$ cat src/rtl/pipe_hazard_ctrl_if.sv
// Forwarding-source bus for the hazard controller.
// Each source (index 0 = youngest stage) presents a write enable, the
// destination register and the result data it would write.
//   src_RegWr  [NUM_FWD]         per-source write enable
//   src_wsel   [NUM_FWD*REG_W]   per-source destination register
//   src_data   [NUM_FWD*DATA_W]  per-source result data
// master: the pipeline stages driving results; slave: the hazard controller.
interface pipe_hazard_ctrl_if #(
  parameter int NUM_FWD = 3,
  parameter int DATA_W  = 32,
  parameter int REG_W   = 5
);
  logic [NUM_FWD-1:0]        src_RegWr;
  logic [NUM_FWD*REG_W-1:0]  src_wsel;
  logic [NUM_FWD*DATA_W-1:0] src_data;

  modport master (output src_RegWr, src_wsel, src_data);
  modport slave  (input  src_RegWr, src_wsel, src_data);
endinterface

$ cat src/rtl/pipe_hazard_ctrl.sv
// Pipeline hazard controller: operand forwarding, stall/flush generation,
// halt sequencing and stall/flush performance counters.
//   CLK, nRST            clock, asynchronous active-low reset
//   id_rs/id_rt          decode-stage source registers
//   ex_rs/ex_rt          execute-stage source registers
//   ex_rdat1/ex_rdat2    register-file operands of the execute instruction
//   ex_MemRd/ex_RegWr    execute instruction is a load / writes a register
//   ex_wsel              execute destination register
//   fwd_bus              forwarding sources (see pipe_hazard_ctrl_if)
//   branch_taken, ihit, dmem_req, dhit, halt_in   pipeline events
//   fwd_rdat1/fwd_rdat2  forwarded operands (combinational)
//   stall/flush          per-latch hold / bubble: bit0 fetch .. bit3 mem
//   halt                 processor halted (sticky until reset)
//   stall_cnt/flush_cnt  saturating performance counters
//
// Halt FSM
//   state  | meaning
//   RUN    | normal operation, watching halt_in
//   DRAIN  | halt seen, letting older instructions drain for HALT_DRAIN cycles
//   HALTED | halted until reset, counters frozen
module pipe_hazard_ctrl #(
  parameter int NUM_FWD    = 3,
  parameter int DATA_W     = 32,
  parameter int REG_W      = 5,
  parameter int HALT_DRAIN = 2,
  parameter int CNT_W      = 16
) (
  input  logic              CLK,
  input  logic              nRST,
  input  logic [REG_W-1:0]  id_rs,
  input  logic [REG_W-1:0]  id_rt,
  input  logic [REG_W-1:0]  ex_rs,
  input  logic [REG_W-1:0]  ex_rt,
  input  logic [DATA_W-1:0] ex_rdat1,
  input  logic [DATA_W-1:0] ex_rdat2,
  input  logic              ex_MemRd,
  input  logic              ex_RegWr,
  input  logic [REG_W-1:0]  ex_wsel,
  pipe_hazard_ctrl_if.slave fwd_bus,
  input  logic              branch_taken,
  input  logic              ihit,
  input  logic              dmem_req,
  input  logic              dhit,
  input  logic              halt_in,
  output logic [DATA_W-1:0] fwd_rdat1,
  output logic [DATA_W-1:0] fwd_rdat2,
  output logic [3:0]        stall,
  output logic [3:0]        flush,
  output logic              halt,
  output logic [CNT_W-1:0]  stall_cnt,
  output logic [CNT_W-1:0]  flush_cnt
);

  localparam int DRAIN_W = (HALT_DRAIN > 0) ? $clog2(HALT_DRAIN + 1) : 1;

  typedef enum logic [1:0] {
    RUN    = 2'd0,
    DRAIN  = 2'd1,
    HALTED = 2'd2
  } halt_state_e;

  halt_state_e        state_q, state_d;
  logic [DRAIN_W-1:0] drain_cnt_q, drain_cnt_d;
  logic               lu_done_q, lu_done_d;
  logic [CNT_W-1:0]   stall_cnt_q, stall_cnt_d;
  logic [CNT_W-1:0]   flush_cnt_q, flush_cnt_d;

  logic mem_wait;
  logic lu_hazard;
  logic br_flush;

  // Forwarding: walk from the oldest source down so the youngest match wins.
  // A match requires a nonzero register, so r0 is never forwarded.
  always_comb begin
    fwd_rdat1 = ex_rdat1;
    fwd_rdat2 = ex_rdat2;
    for (int i = NUM_FWD - 1; i >= 0; i--) begin
      if (fwd_bus.src_RegWr[i] && (ex_rs != '0) &&
          (fwd_bus.src_wsel[i*REG_W +: REG_W] == ex_rs))
        fwd_rdat1 = fwd_bus.src_data[i*DATA_W +: DATA_W];
      if (fwd_bus.src_RegWr[i] && (ex_rt != '0) &&
          (fwd_bus.src_wsel[i*REG_W +: REG_W] == ex_rt))
        fwd_rdat2 = fwd_bus.src_data[i*DATA_W +: DATA_W];
    end
  end

  assign mem_wait  = dmem_req & ~dhit;
  // lu_done_q masks the hazard on the cycle right after it was serviced,
  // since the load has not yet left execute from this block's point of view.
  assign lu_hazard = ex_MemRd & ex_RegWr & (ex_wsel != '0) &
                     ((ex_wsel == id_rs) | (ex_wsel == id_rt)) & ~lu_done_q;

  always_comb begin
    stall     = 4'b0000;
    flush     = 4'b0000;
    br_flush  = 1'b0;
    lu_done_d = 1'b0;
    if (mem_wait) begin
      stall = 4'b1111;
      flush = 4'b0001;
    end else if (branch_taken) begin
      flush    = 4'b0111;
      br_flush = 1'b1;
    end else if (lu_hazard) begin
      stall     = 4'b0011;
      flush     = 4'b0100;
      lu_done_d = 1'b1;
    end else if (!ihit) begin
      flush = 4'b0001;
    end
    // Stop fetching new instructions once a halt is under way.
    if (state_q != RUN)
      flush[0] = 1'b1;
    // Outputs are held quiet for the whole reset, not just after the edge.
    if (!nRST) begin
      stall    = 4'b0000;
      flush    = 4'b0000;
      br_flush = 1'b0;
    end
  end

  always_comb begin
    state_d     = state_q;
    drain_cnt_d = drain_cnt_q;
    unique case (state_q)
      RUN: begin
        if (halt_in) begin
          if (HALT_DRAIN == 0) begin
            state_d = HALTED;
          end else begin
            state_d     = DRAIN;
            drain_cnt_d = DRAIN_W'(HALT_DRAIN);
          end
        end
      end
      DRAIN: begin
        // Leave on the decrement that reaches zero: halt asserts exactly
        // HALT_DRAIN cycles after the first DRAIN cycle.
        if (drain_cnt_q <= DRAIN_W'(1)) begin
          drain_cnt_d = '0;
          state_d     = HALTED;
        end else begin
          drain_cnt_d = drain_cnt_q - DRAIN_W'(1);
        end
      end
      HALTED: begin
        state_d = HALTED;
      end
      default: begin
        state_d     = RUN;
        drain_cnt_d = '0;
      end
    endcase
  end

  always_comb begin
    stall_cnt_d = stall_cnt_q;
    flush_cnt_d = flush_cnt_q;
    if (state_q != HALTED) begin
      if ((|stall) && (stall_cnt_q != {CNT_W{1'b1}}))
        stall_cnt_d = stall_cnt_q + CNT_W'(1);
      if (br_flush && (flush_cnt_q != {CNT_W{1'b1}}))
        flush_cnt_d = flush_cnt_q + CNT_W'(1);
    end
  end

  always_ff @(posedge CLK or negedge nRST) begin
    if (!nRST) begin
      state_q     <= RUN;
      drain_cnt_q <= '0;
      lu_done_q   <= 1'b0;
      stall_cnt_q <= '0;
      flush_cnt_q <= '0;
    end else begin
      state_q     <= state_d;
      drain_cnt_q <= drain_cnt_d;
      lu_done_q   <= lu_done_d;
      stall_cnt_q <= stall_cnt_d;
      flush_cnt_q <= flush_cnt_d;
    end
  end

  // Decoded from the async-reset state so it drops the moment reset asserts.
  assign halt      = (state_q == HALTED);
  assign stall_cnt = stall_cnt_q;
  assign flush_cnt = flush_cnt_q;

endmodule

$ cat src/flat_wrapper.sv
// flat-port wrapper written by rule: the top's interface ports become plain ports
module pipe_hazard_ctrl_flat 
#(
  parameter int NUM_FWD    = 3,
  parameter int DATA_W     = 32,
  parameter int REG_W      = 5,
  parameter int HALT_DRAIN = 2,
  parameter int CNT_W      = 16
)
  (CLK, nRST, id_rs, id_rt, ex_rs, ex_rt, ex_rdat1, ex_rdat2, ex_MemRd, ex_RegWr, ex_wsel, branch_taken, ihit, dmem_req, dhit, halt_in, fwd_rdat1, fwd_rdat2, stall, flush, halt, stall_cnt, flush_cnt, fwd_bus_src_RegWr, fwd_bus_src_wsel, fwd_bus_src_data);
  pipe_hazard_ctrl_if #(.NUM_FWD(NUM_FWD), .DATA_W(DATA_W), .REG_W(REG_W)) fwd_bus_i ();
  input  logic CLK;
  input  logic nRST;
  input  logic [REG_W-1:0] id_rs;
  input  logic [REG_W-1:0] id_rt;
  input  logic [REG_W-1:0] ex_rs;
  input  logic [REG_W-1:0] ex_rt;
  input  logic [DATA_W-1:0] ex_rdat1;
  input  logic [DATA_W-1:0] ex_rdat2;
  input  logic ex_MemRd;
  input  logic ex_RegWr;
  input  logic [REG_W-1:0] ex_wsel;
  input  logic branch_taken;
  input  logic ihit;
  input  logic dmem_req;
  input  logic dhit;
  input  logic halt_in;
  output logic [DATA_W-1:0] fwd_rdat1;
  output logic [DATA_W-1:0] fwd_rdat2;
  output logic [3:0] stall;
  output logic [3:0] flush;
  output logic halt;
  output logic [CNT_W-1:0] stall_cnt;
  output logic [CNT_W-1:0] flush_cnt;
  input wire logic [$bits(fwd_bus_i.src_RegWr)-1:0] fwd_bus_src_RegWr;
  input wire logic [$bits(fwd_bus_i.src_wsel)-1:0] fwd_bus_src_wsel;
  input wire logic [$bits(fwd_bus_i.src_data)-1:0] fwd_bus_src_data;
  assign fwd_bus_i.src_RegWr = fwd_bus_src_RegWr;
  assign fwd_bus_i.src_wsel = fwd_bus_src_wsel;
  assign fwd_bus_i.src_data = fwd_bus_src_data;
  pipe_hazard_ctrl #(.NUM_FWD(NUM_FWD), .DATA_W(DATA_W), .REG_W(REG_W), .HALT_DRAIN(HALT_DRAIN), .CNT_W(CNT_W)) u_core (.CLK(CLK), .nRST(nRST), .id_rs(id_rs), .id_rt(id_rt), .ex_rs(ex_rs), .ex_rt(ex_rt), .ex_rdat1(ex_rdat1), .ex_rdat2(ex_rdat2), .ex_MemRd(ex_MemRd), .ex_RegWr(ex_RegWr), .ex_wsel(ex_wsel), .fwd_bus(fwd_bus_i), .branch_taken(branch_taken), .ihit(ihit), .dmem_req(dmem_req), .dhit(dhit), .halt_in(halt_in), .fwd_rdat1(fwd_rdat1), .fwd_rdat2(fwd_rdat2), .stall(stall), .flush(flush), .halt(halt), .stall_cnt(stall_cnt), .flush_cnt(flush_cnt));
endmodule
$ cat config.mk
export PLATFORM = sky130hd
export DESIGN_NAME = pipe_hazard_ctrl_flat
export DESIGN_NICKNAME = d
export VERILOG_FILES = /design/src/rtl/pipe_hazard_ctrl_if.sv /design/src/rtl/pipe_hazard_ctrl.sv /design/src/flat_wrapper.sv
export SDC_FILE = /design/constraint.sdc
export NUM_CORES = 1
export LEC_CHECK = 0
export CORE_MARGIN = 10
export CORE_UTILIZATION = 36
export DETAILED_ROUTE_END_ITERATION = 7
export PLACE_DENSITY = 0.9
export SYNTH_ARGS = -nofsm -noshare
export SYNTH_HDL_FRONTEND = slang
export SYNTH_SLANG_ARGS = --single-unit
$ cat constraint.sdc
create_clock -name CLK -period 2.4 [get_ports CLK]
set_input_delay 0.36 -clock CLK [delete_from_list [all_inputs] [get_ports CLK]]
set_output_delay 0.36 -clock CLK [all_outputs]
set_load 0.02 [all_outputs]
# Yosys cells after proc, flatten, opt, wreduce, memory -nomap -nowiden
# Index checks and enable logic that the tools add are counted.
[classes]
n_reduce_logical = 24
n_div = 0
add_sub_neg = 3
magnitude_cmp = 1
multipliers = 0
n_eq_ne = 15
bitwise = 9
muxes = 28
shift = 0
[ops]
columns = ["op", "n"]
rows = [
  ["two-way mux 32 bit", 6],
  ["== test 5 bit", 8],
  ["adder 16 x 1 -> 16 bit, second input constant", 2],
  ["!= test 16 bit, second input constant", 2],
  ["two-way mux 4 bit", 7],
  ["nonzero test 5 bit", 3],
  ["logical AND 1 bit", 14],
  ["case mux 2 bit (3 select lines)", 2],
  ["two-way mux 2 bit", 5],
  ["two-way mux 1 bit", 8],
  ["AND reduction 2 bit", 4],
  ["bitwise AND 1 bit", 5],
  ["!= test 2 bit, second input constant", 2],
  ["OR reduction 4 bit", 1],
  ["inverter 1 bit", 3],
  ["== test 2 x 1 -> 1 bit, second input constant", 1],
  ["== test 2 bit, second input constant", 1],
  ["less-or-equal comparator 2 x 1 -> 1 bit, second input constant", 1],
  ["zero test 2 bit", 1],
  ["!= test 2 x 1 -> 1 bit, second input constant", 1],
  ["nonzero test 2 bit", 1],
  ["subtractor 2 x 1 -> 2 bit, second input constant", 1],
  ["bitwise OR 1 bit", 1],
]
[totals]
regBits = 37
word_cells = 85
out_inout_bits = 105
mem_count = 0
rom_bits = 0
mem_bits_rw = 0
latchBits = 0
input_bits = 212

# Longest topological paths before layout
[depth]
depth_word = 11
ltp_mapped = 8
depth_no_buf = 7

# Worst setup path after synthesis
# No wires, ideal clock.
[synth_path]
kind = "input -> output"
startpoint = "input port ex_rs[1]"
endpoint = "output port fwd_rdat1[30]"
setup_slack_ns = 0.120
arrival_time_ns = 1.920
required_time_ns = 2.040
n_path_buf = 2
path_stages = 8
cell_sequence = "or4_1 > nor2_2 > or3_1 > buf_2 > buf_4 > nand2_1 > a311oi_1 > a21o_1"
[synth_via]
elab_chain_len = 6
word_cells_on_any_way = 13
classes_between = "eq/ne (3); mux (3); reduce/logical (7)"
[synth_lines]
columns = ["element", "line", "source"]
rows = [
  ["start, declared", "flat_wrapper.sv:16", "input logic [REG_W-1:0] ex_rs;"],
  ["nonzero test 5 bit", "pipe_hazard_ctrl.sv:78", "if (fwd_bus.src_RegWr[i] && (ex_rs != '0) &&"],
  ["logical AND 1 bit (2 in a row)", "pipe_hazard_ctrl.sv:78", ""],
  ["two-way mux 32 bit (2 in a row)", "pipe_hazard_ctrl.sv:78", ""],
  ["two-way mux 32 bit (*)", "pipe_hazard_ctrl.sv:78", ""],
  ["end, declared", "flat_wrapper.sv:28", "output logic [DATA_W-1:0] fwd_rdat1;"],
]
# Mark *: on every way between the ends. The rest lies on a longest branch, timed or not.

# Worst setup path after layout
[layout_path]
startpoint = "input port fwd_bus_src_wsel[14]"
endpoint = "output port fwd_rdat2[15]"
[layout_via]
elab_chain_len = 5
[layout_lines]
columns = ["element", "line", "source"]
rows = [
  ["start, declared", "flat_wrapper.sv:36", "input wire logic [$bits(fwd_bus_i.src_wsel)-1:0] fwd_bus_src_wsel;"],
  ["== test 5 bit", "pipe_hazard_ctrl.sv:82", "(fwd_bus.src_wsel[i*REG_W +: REG_W] == ex_rt))"],
  ["logical AND 1 bit", "pipe_hazard_ctrl.sv:81", "if (fwd_bus.src_RegWr[i] && (ex_rt != '0) &&"],
  ["two-way mux 32 bit (3 in a row)", "pipe_hazard_ctrl.sv:81", ""],
  ["end, declared", "flat_wrapper.sv:29", "output logic [DATA_W-1:0] fwd_rdat2;"],
]
# No other way between the ends.

==> results.toml <==
[run_status]
status = "finished with violations"
violations = "negative setup slack"

[setup_path]
crit_arrival_ps = 3090
startpoint_type = "input pin"
worstReg2RegEnd = "u_core.stall_cnt[1]"
critical_path_required_ps = 2040
cp_max_fo = 8
r2r_setup_slack_ps = 300
rr_startpoint = "u_core.stall_cnt[5]"
setup.worst_path.start = "fwd_bus_src_wsel[14]"
criticalPathCategory = "in2out"
end_kind = "output port"
r2r_cells = 6
cp-endpoint = "fwd_rdat2[15]"

[global_routing]
grt_overflow_total = 0
grt_pass1_vias = 7580
grt_max_degree = 26
antenna_found_initial = 14
track_usage = 0.392
grt_pass1_wl_mm = 50.1

[timing]
slew_viol_final = 0
maxSlewHeadroom = 0.525
fin_crit_ps = 3450
rsz0062_at_grt = "yes"
finalCritPeriodShare = 1.44
skew_ps = 2.58
fmax_mhz = 289
worst_slack_ps = -1050
final-hold-violation-count = 0
tightest_slew_ps = 692
setup_viol = 64

[power]
pwr_density_cell_nw_per_um2 = 355
power_frac_seq = 0.225
netSwitchingPower_uw = 1470
ir_drop_v = 0.000502
intPower_uw = 2280
swShare = 0.392
comb_power_share = 0.593
clkPwrFrac = 0.181
p_leak_uw = 0.00473

[routing]
drt_wl_total_mm = 41.6
first_pass_iters = 8
vias_per_cell = 6.92
detail-route-antenna-nets = 0
remaining_drc_errors = 0
wl_per_cell_um = 36.9
drt_iter0_markers = 1371
vias = 7823

[die]
dieArea_um2 = 17000
coreArea_um2 = 12000
start_util = 0.365
num_rows = 40
die_width_um = 130
io_pins = 317
die_h_um = 130

[place]
io_buffers = 315
gp_congestion = 0.936
pre_cts_slack_ps = -1240
dpl.hpwl_mm = 18.4

[final_layout]
layout.nets = 1189
layout-drive-gt1-share = 0.419
multi_input_area_um2 = 4330
regArea_um2 = 926
area_delta_synth_final_pct = 142
fin_util = 0.884
num-fill-cells = 462

[synth]
syn_area_um2 = 4370
seq_area_frac_synth = 0.212
synth_top_cell_by_area = "dfrtp_1"
synth_edf_count = 0
async_flop_share = 1.00
synth_warnings = 0
yosysUniqueCellTypes = 44
synth_nets = 783
syn_inst = 566
ys_ff_latch = 37
synth_top_area_frac = 0.212
postSynthAreaPerCell_um2 = 7.72
synth_area_leaders = "dfrtp_1 (21%), a21o_1 (11%), xnor2_1 (8.0%), mux2i_1 (7.3%), nand2_1 (7.3%)"
synth_ff_type = "dfrtp_1"

[clocking]
cts_buffers = 5
cts_sinks = 37
cts_max_level = 2
cts_tree = "built"
clk_latency_ps = 280
clockRootBuffer = "clkbuf_16"
path_clk_slew_ps = 50
clk_path_buf_depth = 2

[flow_run]
drv_cap = 0

[worst_hold_path]
min_path_type = "in2async"
flip-flops by register name (all words and copies together), names as in the netlist:
name / flops
u_core.lu_done_q: 1
u_core.stall_cnt: 16
u_core.state_q: 2
u_core.flush_cnt: 16
u_core.drain_cnt_q: 2
final cells by class:
type,count,share of cell area
clock inverter,1,0.000473
timing repair buffer,441,0.466
clock buffer,7,0.0144
antenna,10,0.00237
multi-input combinational,479,0.409
inverter,8,0.00284
tap,147,0.0174
sequential,37,0.0876
cell families (layout without fill, tap and decap cells):
group,after synthesis,count (layout),share of synthesized area
multiplexers,36,36,0.0836
XOR/XNOR,70,70,0.140
adder cells (fa/ha/maj),5,5,0.0143
other,1,11,0.000858
flip-flops,37,37,0.212
AO/OA/AOI/OAI,141,141,0.252
AND/OR/NAND/NOR,226,226,0.238
buffers and inverters,50,457,0.0598
power by group through the flow:
stage	Sequential, uW	Combinational, uW	Clock [uW]
5_1_grt	859	2280	714
3_3_place_gp	840	1690	0
2_1_floorplan	911	687	0
4_1_cts	841	1960	688
3_5_place_dp	843	1730	0
6_report	844	2230	680
synthesized netlist by cell type, drive strengths merged (2+ instances only):
cell and number:
nor4 8, xor2 30, ha 5, or4 5
buf 26, nor3 9, clkbuf 16, mux2 4
nor3b 2, nand2 85, nand3 10, nor2 76
inv 8, or3 2, o21ai 2, a211oi 32
a311oi 33, dfrtp 37, and2 5, xnor2 40
a21o 64, and3 3, nor2b 2, a21oi 4
mux2i 32, and4 6, nand4 10
stage by stage:
step           power [uW]  hold WS (ps)  std cells  instance area [um^2]  setup TNS [ps]
6_report             3750           120       1130                 10600          -32490
3_5_place_dp         2570           284       1039                  8020          -78230
4_1_cts              3490           116       1115                 10200          -13950
5_1_grt              3860           130       1126                 10600          -32650
2_1_floorplan        1600          64.4        566                  4370               0
3_3_place_gp         2530           279       1039                  8020          -77400
worst max-delay path, cell delays in order:
cell and delay, ps:
buf_2 120, xnor2_2 280, nand4_1 300, nor4_4 400, buf_12 210, buf_12 180, mux2i_1 620, a211oi_2 190
a21o_1 270, buf_6 160
what timing repair did:
action,4_1_cts,5_1_grt
hold buffers,1,0
endpoints found under the hold margin,10,0
gates resized for setup,707,109
setup endpoints to repair,72,68
buffers inserted,44,21
cloned,24,2
pin swaps,71,57
placed cells by master, fill, tap and decap left out, types with 24 or more instances in the layout:
| master | instances |
|---|---|
| a211oi_2 | 25 |
| a21o_1 | 63 |
| a311oi_2 | 24 |
| buf_12 | 25 |
| buf_4 | 46 |
| buf_6 | 99 |
| clkdlybuf4s50_1 | 216 |
| dfrtp_1 | 37 |
| nand2_1 | 54 |
| nor2_1 | 27 |
| nor2_2 | 24 |
| nor2_4 | 25 |
| xnor2_1 | 27 |
| xor2_1 | 29 |
worst min-delay path by stage:
stage / start / end / slack [ps] / cells past startpoint
after floorplan: nRST / u_core.drain_cnt_q[0] / 60 / 0
after global placement: nRST / u_core.stall_cnt[4] / 280 / 1
after detailed placement: nRST / u_core.stall_cnt[0] / 280 / 1
after CTS: nRST / u_core.stall_cnt[5] / 120 / 2
after global routing: nRST / u_core.stall_cnt[5] / 130 / 2
final: nRST / u_core.stall_cnt[12] / 120 / 2
routing by layer:
layer  global-route usage  vias up  share of wire  routed length (um)
met5                    0        -         0.0025                 105
met2                0.607      964           0.41               16900
met3                0.170      400           0.18                7410
met4                0.300       12           0.10                4300
li1                     -     2887              -                   -
met1                0.416     3560           0.31               12900
No activity file was read; power rests on OpenSTA's default activity.
